==> config.mk <==
export PLATFORM = sky130hd
export DESIGN_NAME = inst_queue
export DESIGN_NICKNAME = d
export VERILOG_FILES = /design/src/rtl/inst_queue_pkg.sv /design/src/rtl/inst_queue.sv
export SDC_FILE = /design/constraint.sdc
export NUM_CORES = 2
export LEC_CHECK = 0
export CORE_MARGIN = 8
export CORE_UTILIZATION = 25
export DETAILED_ROUTE_END_ITERATION = 12
export PLACE_DENSITY = 0.5
export SYNTH_ARGS = -nofsm -noshare
export SYNTH_HDL_FRONTEND = slang
export SYNTH_SLANG_ARGS = --single-unit
==> constraint.sdc <==
create_clock -name clk -period 26.3 [get_ports clk]
set_input_delay 2.63 -clock clk [delete_from_list [all_inputs] [get_ports clk]]
set_output_delay 2.63 -clock clk [all_outputs]
set_load 0.05 [all_outputs]
==> src/rtl/inst_queue_pkg.sv <==
// rtl/inst_queue_pkg.sv - shared types for the dual-issue instruction queue
package inst_queue_pkg;

   // Fetch-side exception codes carried alongside each instruction
   typedef enum logic [3:0] {
      EXC_NONE = 4'd0,
      EXC_ADEF = 4'd1,
      EXC_TLBR = 4'd2,
      EXC_PIF  = 4'd3,
      EXC_PPI  = 4'd4,
      EXC_INE  = 4'd5
   } exception_t;

   // One buffered instruction with its predictor and exception side info
   typedef struct packed {
      logic [31:0] pc;
      logic [31:0] inst;
      logic        pred_branch_taken;
      logic [31:0] pred_branch_target;
      logic        have_exception;
      exception_t  exception_type;
   } iq_entry_t;

   // A request of 3 is treated as 2: id_stage never retires more than two
   function automatic logic [1:0] sat_two(input logic [1:0] v);
      return (v == 2'd3) ? 2'd2 : v;
   endfunction

endpackage

==> src/rtl/inst_queue.sv <==
// rtl/inst_queue.sv - circular dual-issue instruction buffer between fetch and id_stage
module inst_queue
   import inst_queue_pkg::*;
#(
   parameter int DEPTH = 16
) (
   input  logic        clk,
   input  logic        reset,
   input  logic        flush,
   input  logic [1:0]  if_push_count,
   input  logic [31:0] if_a_pc,
   input  logic [31:0] if_b_pc,
   input  logic [31:0] if_a_inst,
   input  logic [31:0] if_b_inst,
   input  logic        if_a_pred_branch_taken,
   input  logic        if_b_pred_branch_taken,
   input  logic [31:0] if_a_pred_branch_target,
   input  logic [31:0] if_b_pred_branch_target,
   input  logic        if_a_have_exception,
   input  logic        if_b_have_exception,
   input  exception_t  if_a_exception_type,
   input  exception_t  if_b_exception_type,
   output logic        iq_ready,
   input  logic [1:0]  id_consume_inst,
   output logic        a_valid,
   output logic        b_valid,
   output logic [31:0] a_pc,
   output logic [31:0] a_inst,
   output logic        a_pred_branch_taken,
   output logic [31:0] a_pred_branch_target,
   output logic        a_have_exception,
   output exception_t  a_exception_type,
   output logic [31:0] b_pc,
   output logic [31:0] b_inst,
   output logic        b_pred_branch_taken,
   output logic [31:0] b_pred_branch_target,
   output logic        b_have_exception,
   output exception_t  b_exception_type,
   output logic [$clog2(DEPTH):0] iq_count
);

   localparam int PW = $clog2(DEPTH);
   localparam int CW = PW + 1;

   iq_entry_t         mem [DEPTH];
   logic [PW-1:0]     head;
   logic [PW-1:0]     tail;
   logic [CW-1:0]     count;

   iq_entry_t         a_in;
   iq_entry_t         b_in;
   iq_entry_t         a_out;
   iq_entry_t         b_out;
   logic [PW-1:0]     head_p1;
   logic [PW-1:0]     tail_p1;
   logic [1:0]        eff_push;
   logic [1:0]        req_pop;
   logic [1:0]        eff_pop;

   assign a_in = '{pc: if_a_pc, inst: if_a_inst,
                   pred_branch_taken: if_a_pred_branch_taken,
                   pred_branch_target: if_a_pred_branch_target,
                   have_exception: if_a_have_exception,
                   exception_type: if_a_exception_type};
   assign b_in = '{pc: if_b_pc, inst: if_b_inst,
                   pred_branch_taken: if_b_pred_branch_taken,
                   pred_branch_target: if_b_pred_branch_target,
                   have_exception: if_b_have_exception,
                   exception_type: if_b_exception_type};

   // Ready only when two slots are free, judged from the registered count alone
   assign iq_ready = (count <= CW'(DEPTH - 2));

   assign head_p1 = head + PW'(1);
   assign tail_p1 = tail + PW'(1);

   // Accepted push width and occupancy-clamped pop width for this cycle
   always_comb begin
      eff_push = 2'd0;
      if (iq_ready && (if_push_count == 2'd1 || if_push_count == 2'd2))
         eff_push = if_push_count;
      req_pop = sat_two(id_consume_inst);
      eff_pop = req_pop;
      if (count < CW'(req_pop))
         eff_pop = count[1:0];
   end

   // Storage, pointers and occupancy; flush and reset drop everything including same-cycle traffic
   always_ff @(posedge clk) begin
      if (reset || flush) begin
         head  <= '0;
         tail  <= '0;
         count <= '0;
      end else begin
         if (eff_push != 2'd0)
            mem[tail] <= a_in;
         if (eff_push == 2'd2)
            mem[tail_p1] <= b_in;
         tail  <= tail + PW'(eff_push);
         head  <= head + PW'(eff_pop);
         count <= count + CW'(eff_push) - CW'(eff_pop);
      end
   end

   assign a_out = mem[head];
   assign b_out = mem[head_p1];

   assign a_valid              = (count >= CW'(1));
   assign b_valid              = (count >= CW'(2));
   assign iq_count             = count;

   assign a_pc                 = a_out.pc;
   assign a_inst               = a_out.inst;
   assign a_pred_branch_taken  = a_out.pred_branch_taken;
   assign a_pred_branch_target = a_out.pred_branch_target;
   assign a_have_exception     = a_out.have_exception;
   assign a_exception_type     = a_out.exception_type;

   assign b_pc                 = b_out.pc;
   assign b_inst               = b_out.inst;
   assign b_pred_branch_taken  = b_out.pred_branch_taken;
   assign b_pred_branch_target = b_out.pred_branch_target;
   assign b_have_exception     = b_out.have_exception;
   assign b_exception_type     = b_out.exception_type;

endmodule

After elaboration in Yosys (flattened, before gate mapping)

Memories as Yosys holds them, arrays and structs flattened. A register that Yosys moved wholly into a read port is not among the register bits.
Cells that the tools add are included.

Memories kept: 1
RAM bits: 1632
Bits in latches: 0
Register bits: 13
Bits in read-only memories: 0
Output and inout port bits: 212

Multipliers: 0
Magnitude comparators: 4
Multiplexer cells: 10
Add/subtract/negate cells: 6
Equal/unequal tests: 4
Bitwise logic cells: 0
Shift-type cells: 0
Div/mod/pow operators: 0
Reductions and logical operators: 4

Memories:

| memory | words | width | rd ports | clocked after Yosys merged registers in | write ports | line             | source |
|---|---|---|---|---|---|---|---|
| mem    | 16    | 102   | 2        | 1                                       | 2           | inst_queue.sv:45 | `iq_entry_t mem [DEPTH];` |

Operators by type and width:

| kind                  | count |
|---|---|
| $add A4 B1 Y4 const B | 2 |
| $add A4 B2 Y4         | 2 |
| $eq A2 B2 Y1 const B  | 3 |
| $mux W1               | 6 |
| $mux W2               | 3 |
| $add A5 B2 Y5         | 1 |
| $ge A5 B1 Y1 const B  | 1 |
| $ge A5 B2 Y1 const B  | 1 |
| $le A5 B4 Y1 const B  | 1 |
| $lt A5 B2 Y1          | 1 |
| $sub A5 B2 Y5         | 1 |
| $mux W4               | 1 |
| $eq A2 B1 Y1 const B  | 1 |
| $logic_or A1 B1 Y1    | 2 |
| $reduce_bool A2 Y1    | 1 |
| $logic_and A1 B1 Y1   | 1 |

Depth between registers and ports, before layout

Depth in word-level cells: 8
Gate-level depth with buffers: 16
Depth with buffers taken out: 16

Worst setup path before layout

OpenSTA, ideal clock, no wires.

Path kind: input-to-reg
Start point: input port if_push_count[0]
End point: memory mem[2][0] in the netlist's numbering, enable pin
Stages on the path: 3
Library setup time: 0.717 ns
Arrival time: 10.734 ns
Slack: 14.849 ns
Buffers on the path: 0
Cells stage by stage: nand2b_1 -> nand2b_1 -> o32ai_1

RTL lines:

| element            | line             | source |
|---|---|---|
| start: declaration | inst_queue.sv:10 | `input logic [1:0] if_push_count,` |
| end: declaration   | inst_queue.sv:45 |  |

==> qor.txt <==
run status: finished, final reports clean
number of setup buffers added after CTS: 0
VDD IR-drop max: 82.5 uV
Area Growth Syn to Fin: 16.5%
die span in x: 632 um
path category of the worst min-delay check: flop to flop
number of cells on the worst reg-to-reg path: 9
area of the placeable core: 378000 um^2
number of synthesized register bits: 1645
aggregate global-route resource usage: 18.4%
effective utilization at floorplan: 25.1%
Worst EP required: 23.67 ns
total congestion overflow: 0
Critical Path Sink Type: output pin
tightest slew margin relative to the limit: 15.9%
hpwl dp: 208 mm
synthesized area: 94900 um^2
top cell type's share of synthesized area: 51.7%
crit-path max cell delay: 0.94 ns
global-route wire length before repair: 522 mm
number of buffers added by the clock tree synthesis step: 197
slowest stage cell on the critical path: clkdlybuf4s50_1
total of warnings raised by yosys: 0
Sequential Area: 49300 um^2
worst-margin pin slew: 1.26 ns
most area-hungry cell type in the Yosys netlist: edfxtp_1
worst hold margin: 0.643 ns
final setup violation count: 0
hold buffers post-CTS: 0
post-DR wirelength/cell: 34.4 um
power consumption: 8450 uW
sinks on the clock net: 1645
Detailed Route WL: 381 mm
worst setup path startpoint: head[0]
clock tree root driver cell: clkbuf_16
Worst EP arrival: 7.11 ns
Critical Path Most Common Cell: buf_4
sum of negative setup slack: 0 ns
H-tree levels: 4
antenna violations before repair: 110
Reg-to-Reg Start: iq_count[2]
filler instances: 37563
final worst-path cycle share: 37.0%
kind of critical path: flop to output pin
unique cell type count in the Yosys netlist: 35
worst-case clock buffer depth: 4
Via Count: 59933
total power divided by cell area: 76.4 nW/um^2
element type at the critical path start: flop
die outline area: 399000 um^2
clock tree from TritonCTS: yes
area of the multi-input gates: 43100 um^2
Post-Syn Instances: 5780
share of post-route cells with drive strength above 1: 48.7%
leakage component of the power: 0.0336 uW
clock latency reported for the late side of the worst-skew pair: 0.88 ns
detail-routed via count per cell: 5.42
Avg Synthesized Cell Area: 16.4 um^2
Final ANT Viol Nets: 0
cells taking the most area after synthesis: edfxtp_1, mux4_2, mux2_2
final period demand of the worst path: 9.74 ns
number of search-and-repair iterations in the first detailed-routing pass: 5
vias in the first global route: 62023
end of the worst register-to-register path: mem[2][66]
post_cts resized: 0
clock slew at reported path FFs: 0.06 ns
routability congestion estimate from global placement: 0.776
pin count of the biggest net entering global routing: 136
Fin. Hold Viols: 0
Port Buffers: 422
die outline height: 632 um
Boundary Pins: 423
Syn Nets: 6010
cell row count: 226
chain of cells forming the critical path: buf_12 > buf_4 > buf_4 > buf_4 > mux4_2 > nor2b_1 > a211oi_1 > a31oi_1 > clkdlybuf4s50_1
count of nets after finishing: 6084
Max-cap violations: 0
First DRT Iteration DRCs: 6153
DRC violation count after routing: 0
internal reg-to-reg setup slack: 20.84 ns
end point of the critical path: a_exception_type[0]
f_max: 103 MHz
worst-case clock skew: 0.0630 ns
max-slew violation count: 0
portion of the post-synthesis area used by sequential elements: 51.9%
highest net fanout along the worst path: 121
unrepaired setup endpoints after global routing: no
[layout by cell type, fill, tap and decap left out, types with 4 or more instances in the layout]
cell and count:
nand2_4 11, or2_2 5, dfxtp_4 4, nand2b_1 8, inv_6 5, and2_1 5, clkinv_2 31, nand3_4 5
buf_4 128, a31oi_1 82, a211oi_1 83, ha_1 14, o21ai_4 12, nand3_1 103, dfxtp_1 9, clkinv_1 44
diode_2 44, nor2b_1 88, fa_1 4, a21oi_1 10, a21oi_4 4, inv_1 16, o21ai_0 205, clkdlybuf4s50_1 422
nor2_1 21, buf_12 15, edfxtp_1 1632, mux2_2 1632, a22oi_1 102, clkbuf_1 44, clkbuf_16 198, nand2_1 176
mux4_2 836, bufinv_16 18
[critical path, delay by kind of cell (launching register included)]
family / cells / cell delay, ns
AND/OR/NAND/NOR: 1 / 0.14
multiplexers: 1 / 0.35
buffers and inverters: 5 / 3.96
AO/OA/AOI/OAI: 2 / 0.66
flip-flops: 1 / 0.79
[where the power goes]
group          switching, uW  leakage [uW]  internal (uW)
combinational           1640        0.0158           1140
clock                   1180       0.00303           1560
sequential              23.3        0.0148           2900
[worst min-delay path by stage]
stage,from,to,cells after the start
finish,tail[3],tail[3],2
global route,tail[3],tail[3],2
CTS,tail[3],tail[3],2
detailed placement,tail[3],tail[3],2
global placement,tail[3],tail[3],2
floorplan,tail[3],tail[3],2
[logic make-up (layout without fill, tap and decap cells)]
| family | count (synthesis) | count (layout) | synth area share [%] |
|---|---|---|---|
| mux | 2468 | 2468 | 39.2 |
| flops | 1645 | 1645 | 51.9 |
| buf+inv | 707 | 932 | 3.05 |
| compound gates | 503 | 503 | 3.27 |
| simple gates | 432 | 432 | 2.18 |
| fa+ha+maj | 19 | 19 | 0.282 |
| xor+xnor | 6 | 6 | 0.0554 |
| other cells | 0 | 44 | 0 |
[state kept, by name, indices dropped and copies added, names as in the netlist]
name / cells
mem: 1632
iq_count: 5
head: 4
tail: 4
[metrics by stage]
step	util (%)	cell area [um^2]	setup slack [ns]	instances
after global placement	27.5	104000	17.34	10671
after floorplan	-	94900	14.85	5780
after detailed placement	27.5	104000	17.29	10671
after CTS	29.2	110000	16.31	11021
final	29.2	111000	16.56	11065
after global routing	29.2	110000	16.07	11046
[routing by layer]
layer  GRT usage, %  routed length, um  vias up  share of wire (%)
li1               -                  -    23962                  -
met1           22.9             150000    32537                 39
met2           31.3             187000     2631                 49
met3           3.59              27400      763                7.2
met4           7.22              16000       40                4.2
met5              0                258        -              0.068
[cell usage after synthesis, drive strengths merged]
cell type / number
mux4: 836
nor3: 3
o21ai: 217
buf: 244
o22ai: 1
a31oi: 82
o32ai: 1
a21o: 2
dfxtp: 13
nor4: 1
a22oi: 102
nor2: 21
mux2: 1632
nor3b: 1
clkbuf: 446
nand2: 187
a21oi: 14
or3: 1
ha: 15
nand2b: 8
nand3b: 2
xor2: 3
a41o: 1
and2: 5
xnor2: 3
fa: 4
nor2b: 90
or2: 5
inv: 17
edfxtp: 1632
nand3: 108
a211oi: 83
[final cells by class]
| class | instances | share of cell area (%) |
|---|---|---|
| flip-flops and latches | 1645 | 44.6 |
| multi-input cells | 3428 | 39.0 |
| well taps | 5016 | 5.68 |
| repair buffers | 565 | 4.96 |
| clock buffers | 242 | 4.63 |
| clock inverters | 108 | 0.978 |
| diodes | 44 | 0.0996 |
| inverters | 17 | 0.0623 |
Note: power is estimated with default switching activity, not from simulation.
